File: src/rtl/clock_core_if.sv
// clock_core_if -- field-write channel from the serial command decoder.
//   set_valid : write request (decoder -> core)
//   set_ready : core can accept a write (core -> decoder)
//   set_sel   : field select, 0 sec / 1 min / 2 hour / 3 alarm min /
//               4 alarm hour / 5 alarm control (decoder -> core)
//   set_value : binary field value (decoder -> core)
//   set_err   : one-cycle pulse after an out-of-range write (core -> decoder)
// Modports: master = command decoder, slave = clock_core.
interface clock_core_if;
    logic       set_valid;
    logic       set_ready;
    logic [2:0] set_sel;
    logic [6:0] set_value;
    logic       set_err;

    modport master (
        output set_valid, set_sel, set_value,
        input  set_ready, set_err
    );

    modport slave (
        input  set_valid, set_sel, set_value,
        output set_ready, set_err
    );
endinterface

File: src/rtl/clock_core.sv
// clock_core -- timekeeping stage ahead of the six-digit display driver.
// Divides clk into a one-second tick, keeps hh:mm:ss in binary, accepts
// field writes over a valid/ready handshake and runs a programmable alarm.
// Ports:
//   clk, rst_n      : clock, synchronous active-low reset
//   set             : clock_core_if.slave write channel
//   sec_o           : seconds 0..59, or 60 (display blank) while ringing
//   min_o, hour_o   : minutes 0..59, hours 0..23
//   tick_o          : one-cycle pulse with each one-second update
//   alarm_o         : high while ringing
// Parameters: TICK_DIV (clk cycles per second, >= 2),
//             ALARM_SECS (ring duration in seconds, 1..63).
// Build option: define CLOCK_CORE_ALARM_EN to compile in the alarm registers,
// FSM and sec-60 blanking; otherwise sel 3..5 writes are rejected as illegal.
module clock_core #(
    parameter int unsigned TICK_DIV   = 50_000_000,
    parameter int unsigned ALARM_SECS = 10
) (
    input  logic               clk,
    input  logic               rst_n,
    clock_core_if.slave        set,
    output logic [6:0]         sec_o,
    output logic [6:0]         min_o,
    output logic [6:0]         hour_o,
    output logic               tick_o,
    output logic               alarm_o
);

    localparam int unsigned    PW        = $clog2(TICK_DIV);
    localparam logic [PW-1:0]  PRESC_MAX = PW'(TICK_DIV - 1);

    if (TICK_DIV < 2 || ALARM_SECS < 1 || ALARM_SECS > 63) begin : g_bad_param
        $error("clock_core: TICK_DIV must be >= 2 and ALARM_SECS in 1..63");
    end

    logic [PW-1:0] presc_q, presc_d;
    logic [5:0]    sec_q, sec_d;
    logic [5:0]    min_q, min_d;
    logic [4:0]    hour_q, hour_d;
    logic [6:0]    sec_o_q, sec_o_d;
    logic          tick_q, tick_d;
    logic          ready_q, ready_d;
    logic          err_q, err_d;

    logic          accept;
    logic          legal;
    logic          wr;
    logic          time_wr;
    logic          tick_raw;
    logic          tick;

`ifdef CLOCK_CORE_ALARM_EN
    typedef enum logic {
        IDLE,
        RING
    } alarm_state_e;

    localparam logic [5:0] RING_LOAD = 6'(ALARM_SECS);

    alarm_state_e state_q, state_d;
    logic [5:0]   ring_q, ring_d;
    logic [5:0]   amin_q, amin_d;
    logic [4:0]   ahour_q, ahour_d;
    logic         armed_q, armed_d;
    logic         alarm_q, alarm_d;
`endif

    always_comb begin
        accept   = set.set_valid & ready_q;

        case (set.set_sel)
            3'd0, 3'd1: legal = (set.set_value < 7'd60);
            3'd2:       legal = (set.set_value < 7'd24);
`ifdef CLOCK_CORE_ALARM_EN
            3'd3:       legal = (set.set_value < 7'd60);
            3'd4:       legal = (set.set_value < 7'd24);
            3'd5:       legal = 1'b1;
`endif
            default:    legal = 1'b0;
        endcase

        wr       = accept & legal;
        time_wr  = wr & (set.set_sel <= 3'd2);
        tick_raw = (presc_q == PRESC_MAX);
        // A legal time-field write on the tick edge swallows that tick entirely.
        tick     = tick_raw & ~time_wr;

        presc_d  = tick_raw ? '0 : presc_q + 1'b1;
        if (wr && set.set_sel == 3'd0) begin
            presc_d = '0;
        end

        sec_d    = sec_q;
        min_d    = min_q;
        hour_d   = hour_q;
        if (tick) begin
            if (sec_q == 6'd59) begin
                sec_d = '0;
                if (min_q == 6'd59) begin
                    min_d  = '0;
                    hour_d = (hour_q == 5'd23) ? '0 : hour_q + 5'd1;
                end else begin
                    min_d = min_q + 6'd1;
                end
            end else begin
                sec_d = sec_q + 6'd1;
            end
        end

`ifdef CLOCK_CORE_ALARM_EN
        amin_d   = amin_q;
        ahour_d  = ahour_q;
        armed_d  = armed_q;
`endif

        if (wr) begin
            case (set.set_sel)
                3'd0:    sec_d   = set.set_value[5:0];
                3'd1:    min_d   = set.set_value[5:0];
                3'd2:    hour_d  = set.set_value[4:0];
`ifdef CLOCK_CORE_ALARM_EN
                3'd3:    amin_d  = set.set_value[5:0];
                3'd4:    ahour_d = set.set_value[4:0];
                3'd5:    armed_d = set.set_value[0];
`endif
                default: ;
            endcase
        end

        ready_d  = ~accept;
        err_d    = accept & ~legal;
        tick_d   = tick;

`ifdef CLOCK_CORE_ALARM_EN
        state_d  = state_q;
        ring_d   = ring_q;
        case (state_q)
            IDLE: begin
                // Only a tick can trigger; writing the alarm time directly does not.
                if (tick && armed_d && sec_d == 6'd0 && min_d == amin_d &&
                    hour_d == ahour_d) begin
                    state_d = RING;
                    ring_d  = RING_LOAD;
                end
            end
            RING: begin
                if (wr && set.set_sel == 3'd5 && !set.set_value[0]) begin
                    state_d = IDLE;
                    ring_d  = '0;
                end else if (tick) begin
                    ring_d = ring_q - 6'd1;
                    if (ring_q == 6'd1) begin
                        state_d = IDLE;
                    end
                end
            end
            default: state_d = IDLE;
        endcase
        alarm_d  = (state_d == RING);
        sec_o_d  = (state_d == RING && ring_d[0]) ? 7'd60 : {1'b0, sec_d};
`else
        sec_o_d  = {1'b0, sec_d};
`endif
    end

    always_ff @(posedge clk) begin
        if (!rst_n) begin
            presc_q <= '0;
            sec_q   <= '0;
            min_q   <= '0;
            hour_q  <= '0;
            sec_o_q <= '0;
            tick_q  <= 1'b0;
            ready_q <= 1'b0;
            err_q   <= 1'b0;
        end else begin
            presc_q <= presc_d;
            sec_q   <= sec_d;
            min_q   <= min_d;
            hour_q  <= hour_d;
            sec_o_q <= sec_o_d;
            tick_q  <= tick_d;
            ready_q <= ready_d;
            err_q   <= err_d;
        end
    end

`ifdef CLOCK_CORE_ALARM_EN
    always_ff @(posedge clk) begin
        if (!rst_n) begin
            state_q <= IDLE;
            ring_q  <= '0;
            amin_q  <= '0;
            ahour_q <= '0;
            armed_q <= 1'b0;
            alarm_q <= 1'b0;
        end else begin
            state_q <= state_d;
            ring_q  <= ring_d;
            amin_q  <= amin_d;
            ahour_q <= ahour_d;
            armed_q <= armed_d;
            alarm_q <= alarm_d;
        end
    end

    assign alarm_o = alarm_q;
`else
    assign alarm_o = 1'b0;
`endif

    assign sec_o         = sec_o_q;
    assign min_o         = {1'b0, min_q};
    assign hour_o        = {2'b00, hour_q};
    assign tick_o        = tick_q;
    assign set.set_ready = ready_q;
    assign set.set_err   = err_q;

endmodule

File: src/flat_wrapper.sv
// flat-port wrapper written by rule: the top's interface ports become plain ports
module clock_core_flat 
#(
    parameter int unsigned TICK_DIV   = 50_000_000,
    parameter int unsigned ALARM_SECS = 10
)
  (clk, rst_n, sec_o, min_o, hour_o, tick_o, alarm_o, set_set_valid, set_set_sel, set_set_value, set_set_ready, set_set_err);
  clock_core_if set_i ();
  input  logic clk;
  input  logic rst_n;
  output logic [6:0] sec_o;
  output logic [6:0] min_o;
  output logic [6:0] hour_o;
  output logic tick_o;
  output logic alarm_o;
  input wire logic [$bits(set_i.set_valid)-1:0] set_set_valid;
  input wire logic [$bits(set_i.set_sel)-1:0] set_set_sel;
  input wire logic [$bits(set_i.set_value)-1:0] set_set_value;
  output wire logic [$bits(set_i.set_ready)-1:0] set_set_ready;
  output wire logic [$bits(set_i.set_err)-1:0] set_set_err;
  assign set_i.set_valid = set_set_valid;
  assign set_i.set_sel = set_set_sel;
  assign set_i.set_value = set_set_value;
  assign set_set_ready = set_i.set_ready;
  assign set_set_err = set_i.set_err;
  clock_core #(.TICK_DIV(TICK_DIV), .ALARM_SECS(ALARM_SECS)) u_core (.clk(clk), .rst_n(rst_n), .set(set_i), .sec_o(sec_o), .min_o(min_o), .hour_o(hour_o), .tick_o(tick_o), .alarm_o(alarm_o));
endmodule
File: config.mk
export PLATFORM = sky130hd
export DESIGN_NAME = clock_core_flat
export DESIGN_NICKNAME = d
export VERILOG_FILES = /design/src/rtl/clock_core_if.sv /design/src/rtl/clock_core.sv /design/src/flat_wrapper.sv
export SDC_FILE = /design/constraint.sdc
export NUM_CORES = 1
export LEC_CHECK = 0
export ABC_AREA = 1
export BUFFER_PORTS_ARGS = -buffer_cell sky130_fd_sc_hd__buf_4
export CAP_MARGIN = 20
export CORE_MARGIN = 5
export CORE_UTILIZATION = 45
export CTS_CLUSTER_DIAMETER = 150
export DETAILED_ROUTE_END_ITERATION = 7
export PLACE_DENSITY = 0.64
export SLEW_MARGIN = 40
export SYNTH_ARGS = -nofsm -noshare
export SYNTH_HDL_FRONTEND = slang
export SYNTH_SLANG_ARGS = --single-unit
File: constraint.sdc
create_clock -name clk -period 1.6 [get_ports clk]
set_input_delay 0.08 -clock clk [delete_from_list [all_inputs] [get_ports clk]]
set_output_delay 0.08 -clock clk [all_outputs]
set_load 0.02 [all_outputs]
# Word level (Yosys, flattened, before mapping)
# Index checks and enable logic that the tools add are counted.
[totals]
reg_bits = 47
output_inout_bits = 25
[classes]
magnitude_cmp = 3
addsub = 4
mux = 16
n_reduce_logical = 4
eq_ne = 6
bitwise = 9
[ops]
columns = ["operator", "count"]
rows = [
  ["$mux 6", 9],
  ["$mux 5", 6],
  ["$add 26x1->26 const B", 1],
  ["$eq 26x26->1 const B", 1],
  ["$add 6x1->6 const B", 2],
  ["$eq 6x6->1 const B", 2],
  ["$lt 7x5->1 const B", 1],
  ["$lt 7x6->1 const B", 1],
  ["$add 5x1->5 const B", 1],
  ["$and 1x1->1", 5],
  ["$eq 5x5->1 const B", 1],
  ["$not 1->1", 4],
  ["$eq 3x1->1 const B", 1],
  ["$eq 3x2->1 const B", 1],
  ["$le 3x2->1 const B", 1],
  ["$logic_not 3->1", 1],
  ["$reduce_or 3->1", 1],
  ["$pmux 1 s2", 1],
  ["$reduce_or 2->1", 1],
  ["$logic_and 1x1->1", 1],
]

# Longest topological paths before layout
# Gate-level depths: netlist of the first run.
[logic_depth]
depth_word = 10
depth_mapped = 14
depth_no_buf = 12

# Least setup slack after synthesis of the first run
# No wires, ideal clock.
[synth_timing]
path_type = "flip-flop to flip-flop"
startpoint = "register u_core.presc_q[0]"
endpoint = "register u_core.presc_q[10]"
path_buffers = 2
path_stages_with_launch = 11
setup_slack_ns = -0.015
t_arrival_ns = 1.494
cell_sequence = "dfxtp_1 > ha_1 > nand3_1 > nor2_4 > nand3_2 > nor2_8 > nor2_1 > nand2_1 > buf_6 > buf_6 > a21oi_1"
[synth_between]
elab_chain_cells = 2
[synth_lines]
columns = ["item", "line_no", "source"]
rows = [
  ["start: declaration", "clock_core.sv:36", "logic [PW-1:0] presc_q, presc_d;"],
  ["start signal: assignment", "clock_core.sv:177", "presc_q <= presc_d;"],
  ["branches (longest 2 deep; another with $add 26x1->26)", "--", ""],
]
# Several ways; the timed one is not identified.
# A chain may end at the register's enable or synchronous reset.

# Worst setup path after layout of the first run
[layout_timing]
startpoint = "register u_core.presc_q[0]"
endpoint = "register u_core.min_q[4]"
[layout_between]
elab_chain_cells = 5
[layout_lines]
columns = ["item", "line_no", "source"]
rows = [
  ["$eq 26x26->1 (*)", "clock_core.sv:84", "tick_raw = (presc_q == PRESC_MAX);"],
  ["$and 1x1->1 (*)", "clock_core.sv:86", "tick = tick_raw & ~time_wr;"],
  ["$mux 6 (*)", "clock_core.sv:96", "if (tick) begin"],
  ["$mux 6", "clock_core.sv:117", "case (set.set_sel)"],
  ["$mux 6 (*)", "clock_core.sv:116", "if (wr) begin"],
  ["end signal: assignment", "clock_core.sv:179", "min_q <= min_d;"],
  ["end: declaration", "clock_core.sv:38", "logic [5:0] min_q, min_d;"],
]
# Mark *: on every way between the ends. The rest lies on a longest branch, timed or not.

==> results of run 1 <==
[cell usage after synthesis]
library cell / instances
o21ai_0: 17
o21bai_1: 1
nor3_2: 2
or2_2: 1
nor2_8: 1
a21o_1: 1
buf_2: 3
nand2_4: 1
buf_6: 4
o21a_1: 3
a211oi_1: 1
dfxtp_1: 46
a21oi_1: 18
o211ai_1: 1
xnor2_1: 3
inv_4: 1
ha_1: 4
nor4_1: 1
o211ai_2: 1
buf_4: 7
nand3b_2: 1
nor3_1: 24
nand2_1: 93
nand2_2: 3
nor2_4: 5
nand4_2: 1
nor2_1: 50
inv_2: 12
nor2_2: 7
nand3_1: 35
and3_1: 1
nand4_1: 19
nand3_2: 4
clkbuf_1: 1
a31oi_1: 4
o21ai_1: 7
or2_1: 1
xor2_1: 5
inv_1: 58
conb_1: 1
[area by class of cell]
class | instances | share of cell area
clock buffer | 6 | 0.0209
clock inverter | 2 | 0.00316
inverter | 71 | 0.0693
multi-input combinational | 321 | 0.465
sequential | 46 | 0.237
tap | 77 | 0.0244
timing repair buffer | 93 | 0.180
[layer usage]
layer | GRT usage | share of wire | routed length (um)
met2 | 0.338 | 0.50 | 3810
met1 | 0.228 | 0.44 | 3400
met4 | 0.0513 | 0.014 | 110
met3 | 0.0450 | 0.048 | 366
met5 | 0 | 0 | 0
[registers in the layout (all words and copies together) (netlist names)]
| signal | cells |
|---|---|
| u_core.min_q | 6 |
| u_core.set.set_ready | 1 |
| u_core.presc_q | 26 |
| u_core.set.set_err | 1 |
| u_core.hour_q | 5 |
| u_core.sec_q | 6 |
| u_core.tick_o | 1 |
[power breakdown]
group / leakage (uW) / total, uW / switching (uW) / internal, uW
clock network: 0.0000472 / 758 / 410 / 348
logic: 0.00133 / 159 / 91.8 / 67.2
registers: 0.000376 / 1170 / 12.5 / 1160
[through the flow]
| stage | std cells | area [um2] | setup TNS [ns] |
|---|---|---|---|
| 6_report | 616 | 3950 | 0 |
| 5_1_grt | 616 | 3950 | -1.10 |
| 4_1_cts | 610 | 3750 | -0.00580 |
| 3_5_place_dp | 601 | 3590 | -0.471 |
| 3_3_place_gp | 601 | 3590 | -0.0103 |
| 2_1_floorplan | 453 | 2960 | 0 |
[worst reg2reg max path, stage by stage (launching register included)]
cell and delay [ns]:
dfxtp_4 0.37, ha_4 0.15, nand3_4 0.10, nor2_4 0.13
buf_4 0.12, buf_4 0.11, nand4_1 0.09, nor2_1 0.12
nand2_1 0.08, nand2_1 0.06, nand3_1 0.06, nand2_1 0.06
inv_1 0.03
[cell families (layout without fill, tap and decap cells)]
group,after synthesis,after routing
and+or+nand+nor,250,250
buffers and inverters,86,172
AOI/OAI and AO/OA,54,54
DFF,46,46
xor gates and xnor gates,8,8
adders and majority gates,4,4
other,1,5
[what timing repair did]
item,in CTS,in global routing
buffers inserted,0,6
pin swaps,5,15
endpoints found under the setup margin,20,43
gates resized for setup,15,46
gates cloned,1,0
hold buffers,0,0
[final timing paths]
path | from | to | slack [ns] | depth (start not counted)
max reg2reg | u_core.presc_q[0] | u_core.min_q[4] | 0.01 | 12
max | u_core.presc_q[0] | u_core.min_q[4] | 0.01 | 12
min | set_set_valid | u_core.set.set_err | 0.04 | 3
min reg2reg | u_core.presc_q[23] | u_core.presc_q[23] | 0.46 | 2
==> reports/results.txt, run 1 <==
Clock Tree Root: clkbuf_8
global-route wire length before repair: 13300 um
simple-gate share of the synthesized area: 0.411
Total Wirelength: 7680 um
CP cell instances: ha_4 -> nand3_4 -> nor2_4 -> buf_4 -> buf_4 -> nand4_1 -> nor2_1 -> nand2_1 -> nand2_1 -> nand3_1 -> nand2_1 -> inv_1
count of buffer and inverter cells on the critical path: 3
GR Util All Layers: 0.190
Arr. time, crit path: 1.79 ns
CTS Buf Count: 5
syn_area_per_cell: 6.55 um2
vias in the first global route: 3126
post-synth top area share: 0.313
CP peak stage delay: 0.37 ns
Post-Syn Area: 0.00294 mm2
cell mode on critical path: nand2_1
post-layout util: 0.623
Via density: 5.08
register area: 936 um2
area leader, netlist: dfxtp_1
Rows: 29
I/O Buffers: 32
chip width: 90.8 um
share of layout cells above drive strength 1: 0.334
status: completed
kind of critical path: flip-flop to flip-flop
fin nets: 555
worst IR drop on VDD: 0.000388 V
Area Overhead vs Synth: 34.5%
Final Hold Fails: 0
H-tree Lvls: 2
Final min period: 1.59 ns
DR vias: 3132
Seq/Total Area, Yosys: 0.313
final worst setup slack: 0.0144 ns
Num Clock Sinks: 46
fillers: 610
Syn Inst Count: 449
post-synthesis mux area share: 0
fin crit share: 0.991
commonest non-fill, non-tap cell in the layout: buf_4
Inserted Diodes: 0
Post-DP HPWL: 5870 um
Distinct cells, synth: 40
CTS tree: built
Ys Warns: 0
residual DRC count: 0
xor and xnor area share after synthesis: 0.0238
Final setup viols: 0
fmax: 0.631 GHz
clock skew: 0.00519 ns
compound-cell area share of the yosys netlist: 0.102
Routed Antenna Nets: 0
die area: 0.00825 mm2
DRT iter0 DRCs: 109
RSZ-0062 raised after global routing: true
area of the multi-input gates: 0.00184 mm2
dpl ws: -0.0557 ns
main combinational cell family by area after synthesis: simple AND/OR/NAND/NOR gates
post-synthesis adder-cell area fraction: 0.0170
Critical Path Fanout Max: 3
Core ar.: 0.00635 mm2
Pwr Total: 2080 uW
detailed-route wire length per cell: 12.5 um
final hold slack: 0.0389 ns
total iterations of the first detailed-routing run: 4
most frequent cells in the layout: buf_4 (89), nand2_1 (85), inv_1 (56), nor2_1 (45), dfxtp_1 (38)
largest net degree at the start of global routing: 15
initial core utilization: 0.463
Slew Viols, Final: 0
WP data required: 1.81 ns
Worst path slowest cell: dfxtp_4
Clk Latency, worst-skew pair: 0.30 ns
CP delay by family, top: simple AND/OR/NAND/NOR gates
FF+latch count, synth: 46
initial antenna violation count: 0
Worst-path clk slew: 0.09 ns
Worst Hold Class: input port to flip-flop
Worst setup SP type: flip-flop
die span in y: 90.8 um
CP Capture Type: flip-flop
total gr overflow: 0
Placer Congestion: 0.888
Max Cap Viol: 0
P_leak: 0.00175 uW
PwrDens: 527 mW/mm2
Synth area leaders: dfxtp_1 (31%), nand2_1 (12%), inv_1 (7.4%)
Max clock buf depth: 2
IO Count: 38
Power figures use the tool's default switching activity.
==> run 2, diff against run 1 <==
ABC_AREA = 0   (was 1)
CTS_BUF_LIST = sky130_fd_sc_hd__clkbuf_8   (was not set)
PLACE_DENSITY = 0.65   (was 0.64)
==> run 2 against run 1 <==
Compared with the run above: the run now ends with negative setup slack left; cell count decreased by 20%; sequential share of layout area increased by 0.091 points; area after synthesis decreased by 16%; clock power decreased by 3%; power increased by 2.7%; sequential cell count unchanged; non-clock buffer count increased by 37; setup slack got worse by 0.52 ns; fmax decreased by 25%; critical endpoint is now u_core.min_q[5]; largest cell class unchanged.
==> reports/results.txt, run 2 <==
post-synthesis adder-cell area fraction: 0.0202 (+0.00313)
most frequent cells in the layout: buf_4 (113), dfxtp_1 (38), nand3_1 (21), nor2_1 (19), o21ai_0 (18)
compound-cell area share of the yosys netlist: 0.157 (+0.0551)
IO Count: 38 (unchanged)
Psw: 528 uW (+2.7%)
Arr. time, crit path: 2.30 ns (+0.51 ns)
met3 Resource Use GR: 0.0422 (-0.00280)
final worst setup slack: -0.501 ns (-0.516 ns)
worst IR drop on VDD: 0.000437 V (+12%)
post-synth top area share: 0.371 (+0.0576)
xor and xnor area share after synthesis: 0.0776 (+0.0538)
Placer Congestion: 0.799 (-10%)
Routed Antenna Nets: 0 (unchanged)
Rows: 27 (-6.9%)
WP data required: 1.80 ns (about the same)
Post-synth EDFFs: 0 (unchanged)
post-synthesis mux area share: 0 (unchanged)
Net Sw Frac: 0.247 (about the same)
Biggest register: u_core.presc_q
P_leak: 0.00156 uW (-11%)
Worst path slowest cell: or4b_4
Max Cap Viol: 0 (unchanged)
CP Capture Type: flip-flop
global-route wire length before repair: 13300 um (about the same)
Final min period: 2.10 ns (+0.516 ns)
dpl ws: -0.516 ns (-0.460 ns)
Clk Latency, worst-skew pair: 0.30 ns (about the same)
top flop regs: u_core.presc_q: 26 flops, u_core.min_q: 6 flops, u_core.sec_q: 6 flops
clock group share of total power: 0.345 (-0.019)
GR Util All Layers: 0.226 (+0.0354)
I/O Buffers: 32 (unchanged)
Internal: 1610 uW (+2.7%)
fmax: 0.476 GHz (-25%)
vias in the first global route: 2822 (-9.7%)
total iterations of the first detailed-routing run: 4 (unchanged)
area leader, netlist: dfxtp_1
initial core utilization: 0.457 (-0.00642)
kind of critical path: flip-flop to flip-flop
chip width: 84.3 um (-7.2%)
fillers: 426 (-30%)
Final Hold Fails: 0 (unchanged)
DR vias: 2729 (-13%)
Post-Syn Area: 0.00248 mm2 (-16%)
Slew HR: 0.648
die span in y: 84.3 um (-7.2%)
met2 usage: 0.407 (+0.0684)
FF+latch count, synth: 46 (unchanged)
syn_area_per_cell: 8.48 um2 (+29%)
Pwr Total: 2140 uW (+2.7%)
Clock Tree Root: clkbuf_8
detailed-route wire length per cell: 15.5 um (+24%)
die area: 0.00710 mm2 (-14%)
CP peak stage delay: 0.54 ns (+0.17 ns)
Inserted Diodes: 0 (unchanged)
initial antenna violation count: 0 (unchanged)
Post-synth top cells: dfxtp_1 (46), nor2_1 (34), nand3_1 (22)
post-layout util: 0.720 (+0.0976)
Num Clock Sinks: 46 (unchanged)
busiest grt layer: met2
Distinct cells, synth: 53 (+33%)
CP cell instances: or4b_4 -> nor4_4 -> o2111ai_4 -> or3_1 -> a41o_1
Max clock buf depth: 2 (unchanged)
total gr overflow: 0 (unchanged)
combinational group share of total power: 0.111 (+0.035)
share of layout cells above drive strength 1: 0.443 (+0.109)
Worst setup SP type: flip-flop
final hold slack: 0.0413 ns (+0.00241 ns)
count leader, synth: dfxtp_1
CTS Buf Count: 5 (unchanged)
simple-gate share of the synthesized area: 0.325 (-0.0860)
fin crit share: 1.31 (+0.322)
Synth area leaders: dfxtp_1 (37%), xor2_1 (5.3%), nor2_1 (5.1%)
Worst-Margin Slew: 0.528 ns
status: finished with violations
DRT iter0 DRCs: 197 (+81%)
largest net degree at the start of global routing: 27 (+12)
Slew Viols, Final: 0 (unchanged)
commonest non-fill, non-tap cell in the layout: buf_4
GR Util met1: 0.256 (+0.0277)
Syn Inst Count: 293 (-35%)
failing checks: negative setup slack
Critical Path Fanout Max: 6 (+3)
Area Overhead vs Synth: 57.7%
fin nets: 436 (-21%)
post-route setup TNS: -15.88 ns (-15.88 ns)
Worst-path clk slew: 0.09 ns (about the same)
ys flop type: dfxtp_1
Ys Warns: 0 (unchanged)
RSZ-0062 raised after global routing: true
CTS tree: built
Total Wirelength: 7620 um (-0.82%)
Seq/Total Area, Yosys: 0.371 (+0.0576)
residual DRC count: 0 (unchanged)
max reg flops: 26 (unchanged)
Synth async-reset ratio: 0 (unchanged)
Via density: 5.55 (+9.1%)
PwrDens: 547 mW/mm2 (+3.7%)
main combinational cell family by area after synthesis: simple AND/OR/NAND/NOR gates
H-tree Lvls: 2 (unchanged)
clock skew: 0.00444 ns (-0.000749 ns)
Final setup viols: 44 (+44)
Worst Hold Class: input port to flip-flop
Core ar.: 0.00544 mm2 (-14%)
Post-DP HPWL: 5110 um (-13%)
sequential share of power: 0.545 (-0.015)
run 2: cell types whose count changed after synthesis, moves of 12 or more:
cell     delta
nand2_1    -76
nor3_1     -21
inv_1      -51
nor2_1     -16
a21oi_1    -12
inv_2      -12
nand3_1    -13
run 2: area by class of cell:
| class | instances | area (um2) | share of cell area |
|---|---|---|---|
| clock buffer | 6 | 82.6 | 0.0211 |
| clock inverter | 2 | 8.76 | 0.00224 |
| timing repair buffer | 130 | 1090 | 0.279 |
| sequential | 46 | 931 | 0.238 |
| multi-input combinational | 229 | 1690 | 0.431 |
| tap | 72 | 90.1 | 0.0230 |
| inverter | 7 | 26.3 | 0.00671 |
run 2: power groups by stage:
stage                     registers [uW]  clock network, uW  logic (uW)
final                               1170                738         237
after global routing                1170                796         254
after CTS                           1170                751         229
after detailed placement            1190                  0         181
after global placement              1190                  0         179
after floorplan                     1200                  0        89.7
run 2: final timing paths:
| path | slack (ns) | endpoint | startpoint | cells after the start |
|---|---|---|---|---|
| max | -0.50 | u_core.min_q[5] | u_core.presc_q[9] | 5 |
| max reg2reg | -0.50 | u_core.min_q[5] | u_core.presc_q[9] | 5 |
| min reg2reg | 0.55 | u_core.hour_q[4] | u_core.hour_q[4] | 2 |
| min | 0.04 | u_core.set.set_err | set_set_valid | 2 |
run 2: per-stage QoR:
step	instance area [um2]	cells
after floorplan	2610	297
after global placement	3450	468
after detailed placement	3450	468
after CTS	3830	490
after global routing	3920	492
final	3920	492
run 2: kinds of logic after synthesis:
kind of cell / Yosys count
fa+ha+maj: 4
simple gates: 139
xor+xnor: 22
compound gates: 58
other cells: 1
buf+inv: 23
flops: 46
run 2: what timing repair did:
action | CTS | global route
endpoints found under the setup margin | 44 | 44
hold endpoints to repair | 1 | 0
pin swaps | 15 | 13
resized for setup | 22 | 28
hold buffers | 1 | 0
setup buffers | 9 | 5
cloned | 4 | 0
run 2: metal layers:
metal / part of all wire / up-vias
met1: 0.40 / 1316
li1: - / 1333
met4: 0.024 / 0
met5: 0 / -
met2: 0.53 / 65
met3: 0.043 / 15
run 2: worst max-delay path, delay by kind of cell (launching register included):
family / cells / cell delay (ns)
compound gates: 2 / 0.46
simple gates: 3 / 1.22
flops: 1 / 0.32
==> run 3, diff against run 2 <==
CORE_UTILIZATION = 53   (was 45)
PLACE_DENSITY = 0.75   (was 0.65)
==> run 3 against run 2 <==
Compared with the run above: the flow still finishes with violations (negative setup slack); setup slack got worse by 0.029 ns; cell area decreased by 1.4%; routed wire length increased by 10%; register-to-register slack got worse by 0.03 ns; critical path depth unchanged; clock skew increased by 0.0072 ns; clock power increased by 3.3%; count of clock-buffer cells in the layout unchanged; hold slack improved by 0.021 ns; critical path type unchanged.
==> reports/results.txt, run 3 (synthesized netlist as in run 2, its figures left out) <==
Total Wirelength: 8390 um (+10%)
Worst-Margin Slew: 0.535 ns (+0.00726 ns)
total gr overflow: 0 (unchanged)
Placer Congestion: 0.905 (+13%)
Routed Antenna Nets: 0 (unchanged)
fin nets: 434 (-0.46%)
Clock Tree Root: clkbuf_8
Worst path slowest cell: nor4b_1
fin crit share: 1.33 (+0.0183)
Max Cap Viol: 0 (unchanged)
non-filler cells, final: 472 (-4.1%)
met3 Resource Use GR: 0.0573 (+0.0151)
Core ar.: 0.00463 mm2 (-15%)
CTS Buf Count: 5 (unchanged)
post-placement cell count: 447 (-4.5%)
GR Util All Layers: 0.261 (+0.0352)
final worst setup slack: -0.531 ns (-0.0294 ns)
vias in the first global route: 2697 (-4.4%)
post-layout util: 0.835 (+0.114)
CP peak stage delay: 0.48 ns (-0.06 ns)
WP data required: 1.82 ns (+0.02 ns)
P_leak: 0.00157 uW (+0.48%)
combinational group share of total power: 0.105 (-0.006)
DR vias: 2877 (+5.4%)
Post-DP HPWL: 5070 um (-0.74%)
fillers: 260 (-39%)
Rows: 25 (-7.4%)
Worst-path clk slew: 0.10 ns (about the same)
CTS tree: built
commonest non-fill, non-tap cell in the layout: buf_4
worst IR drop on VDD: 0.000599 V (+37%)
share of layout cells above drive strength 1: 0.431 (-0.0122)
Internal: 1610 uW (-0.30%)
met2 usage: 0.485 (+0.0787)
total iterations of the first detailed-routing run: 6 (+2)
status: finished with violations
IO Count: 38 (unchanged)
kind of critical path: flip-flop to flip-flop
Arr. time, crit path: 2.35 ns (+0.05 ns)
busiest grt layer: met2
Inserted Diodes: 0 (unchanged)
post-route setup TNS: -15.74 ns (+0.140 ns)
Max clock buf depth: 2 (unchanged)
Biggest register: u_core.presc_q
Worst setup SP type: flip-flop
PwrDens: 559 mW/mm2 (+2.2%)
detailed-route wire length per cell: 17.8 um (+15%)
most frequent cells in the layout: buf_4 (111), dfxtp_1 (37), nor2_1 (26), nand3_1 (20), o21ai_0 (17)
Area Overhead vs Synth: 55.6%
fmax: 0.469 GHz (-1.4%)
count of buffer and inverter cells on the critical path: 0 (unchanged)
die area: 0.00616 mm2 (-13%)
Psw: 550 uW (+4.1%)
DRT iter0 DRCs: 356 (+81%)
Net Sw Frac: 0.255 (+0.00810)
global-route wire length before repair: 12800 um (-3.8%)
CP delay by family, top: simple AND/OR/NAND/NOR gates
residual DRC count: 0 (unchanged)
Final min period: 2.13 ns (+0.0294 ns)
largest net degree at the start of global routing: 27 (unchanged)
CP Capture Type: flip-flop
clock group share of total power: 0.353 (+0.008)
Critical Path Fanout Max: 5 (-1)
RSZ-0062 raised after global routing: true
sequential share of power: 0.541 (-0.004)
H-tree Lvls: 2 (unchanged)
Final setup viols: 44 (unchanged)
Num Clock Sinks: 46 (unchanged)
GR Util met1: 0.287 (+0.0314)
clock skew: 0.0116 ns (+0.00719 ns)
initial core utilization: 0.536 (+0.0798)
die span in y: 78.5 um (-6.9%)
max reg flops: 26 (unchanged)
Via density: 6.10 (+9.9%)
initial antenna violation count: 0 (unchanged)
Worst Hold Class: input port to flip-flop
chip width: 78.5 um (-6.9%)
top flop regs: u_core.presc_q: 26 flops, u_core.min_q: 6 flops, u_core.sec_q: 6 flops
Final Hold Fails: 0 (unchanged)
failing checks: negative setup slack
CP cell instances: nor4b_1 -> and3_1 -> o2111ai_4 -> or3_1 -> a31oi_1
Slew HR: 0.643 (-0.00484)
Clk Latency, worst-skew pair: 0.32 ns (+0.02 ns)
Slew Viols, Final: 0 (unchanged)
I/O Buffers: 32 (unchanged)
## run 3: cell count changes in the layout (fill, tap and decap cells not counted), moves of 2 or more
cell and change:
nor2_1 +7, o2111ai_1 -2, o2111ai_2 +2, nor2_2 -2, nor2_4 -5, buf_4 -2
## run 3: cell type report
| type | count | area (um2) | area share |
|---|---|---|---|
| timing repair buffer | 128 | 1080 | 0.280 |
| clock inverter | 2 | 8.76 | 0.00227 |
| sequential | 46 | 932 | 0.241 |
| clock buffer | 6 | 82.6 | 0.0214 |
| multi-input combinational | 229 | 1670 | 0.431 |
| inverter | 7 | 26.3 | 0.00680 |
| tap | 54 | 67.6 | 0.0175 |
## run 3: metrics by stage
step / hold WS, ns / setup slack [ns] / total power [uW] / instance area, um2
final: 0.0624 / -0.531 / 2160 / 3860
after global routing: 0.0502 / -0.569 / 2230 / 3860
after CTS: 0.0391 / -0.466 / 2130 / 3680
after detailed placement: 0.302 / -0.486 / 1370 / 3410
after global placement: 0.287 / -0.427 / 1370 / 3410
after floorplan: 0.173 / -0.360 / 1290 / 2610
## run 3: path summary, 6_finish.rpt
path	from	to	slack (ns)	cells after the start
setup / recovery	u_core.presc_q[16]	u_core.min_q[4]	-0.53	5
setup reg to reg	u_core.presc_q[16]	u_core.min_q[4]	-0.53	5
hold reg to reg	u_core.hour_q[0]	u_core.hour_q[0]	0.56	2
hold / removal	set_set_valid	u_core.set.set_err	0.06	2
## run 3: timing repair
action / CTS / global route
setup endpoints to repair: 44 / 44
gates cloned: 3 / 1
gates resized for setup: 18 / 25
pin swaps: 15 / 16
endpoints found under the hold margin: 1 / 0
buffers inserted: 3 / 11
hold buffers: 1 / 0
## run 3: power groups by stage
stage / sequential (uW) / combinational, uW / clock [uW]
final: 1170 / 228 / 762
after detailed placement: 1190 / 178 / 0
after CTS: 1170 / 212 / 753
after global placement: 1190 / 175 / 0
after floorplan: 1200 / 89.7 / 0
after global routing: 1170 / 244 / 819
## run 3: metal layers
layer / share of wire / vias to the layer above
met3: 0.069 / 41
li1: - / 1332
met4: 0.042 / 0
met5: 0 / -
met1: 0.38 / 1348
met2: 0.51 / 156
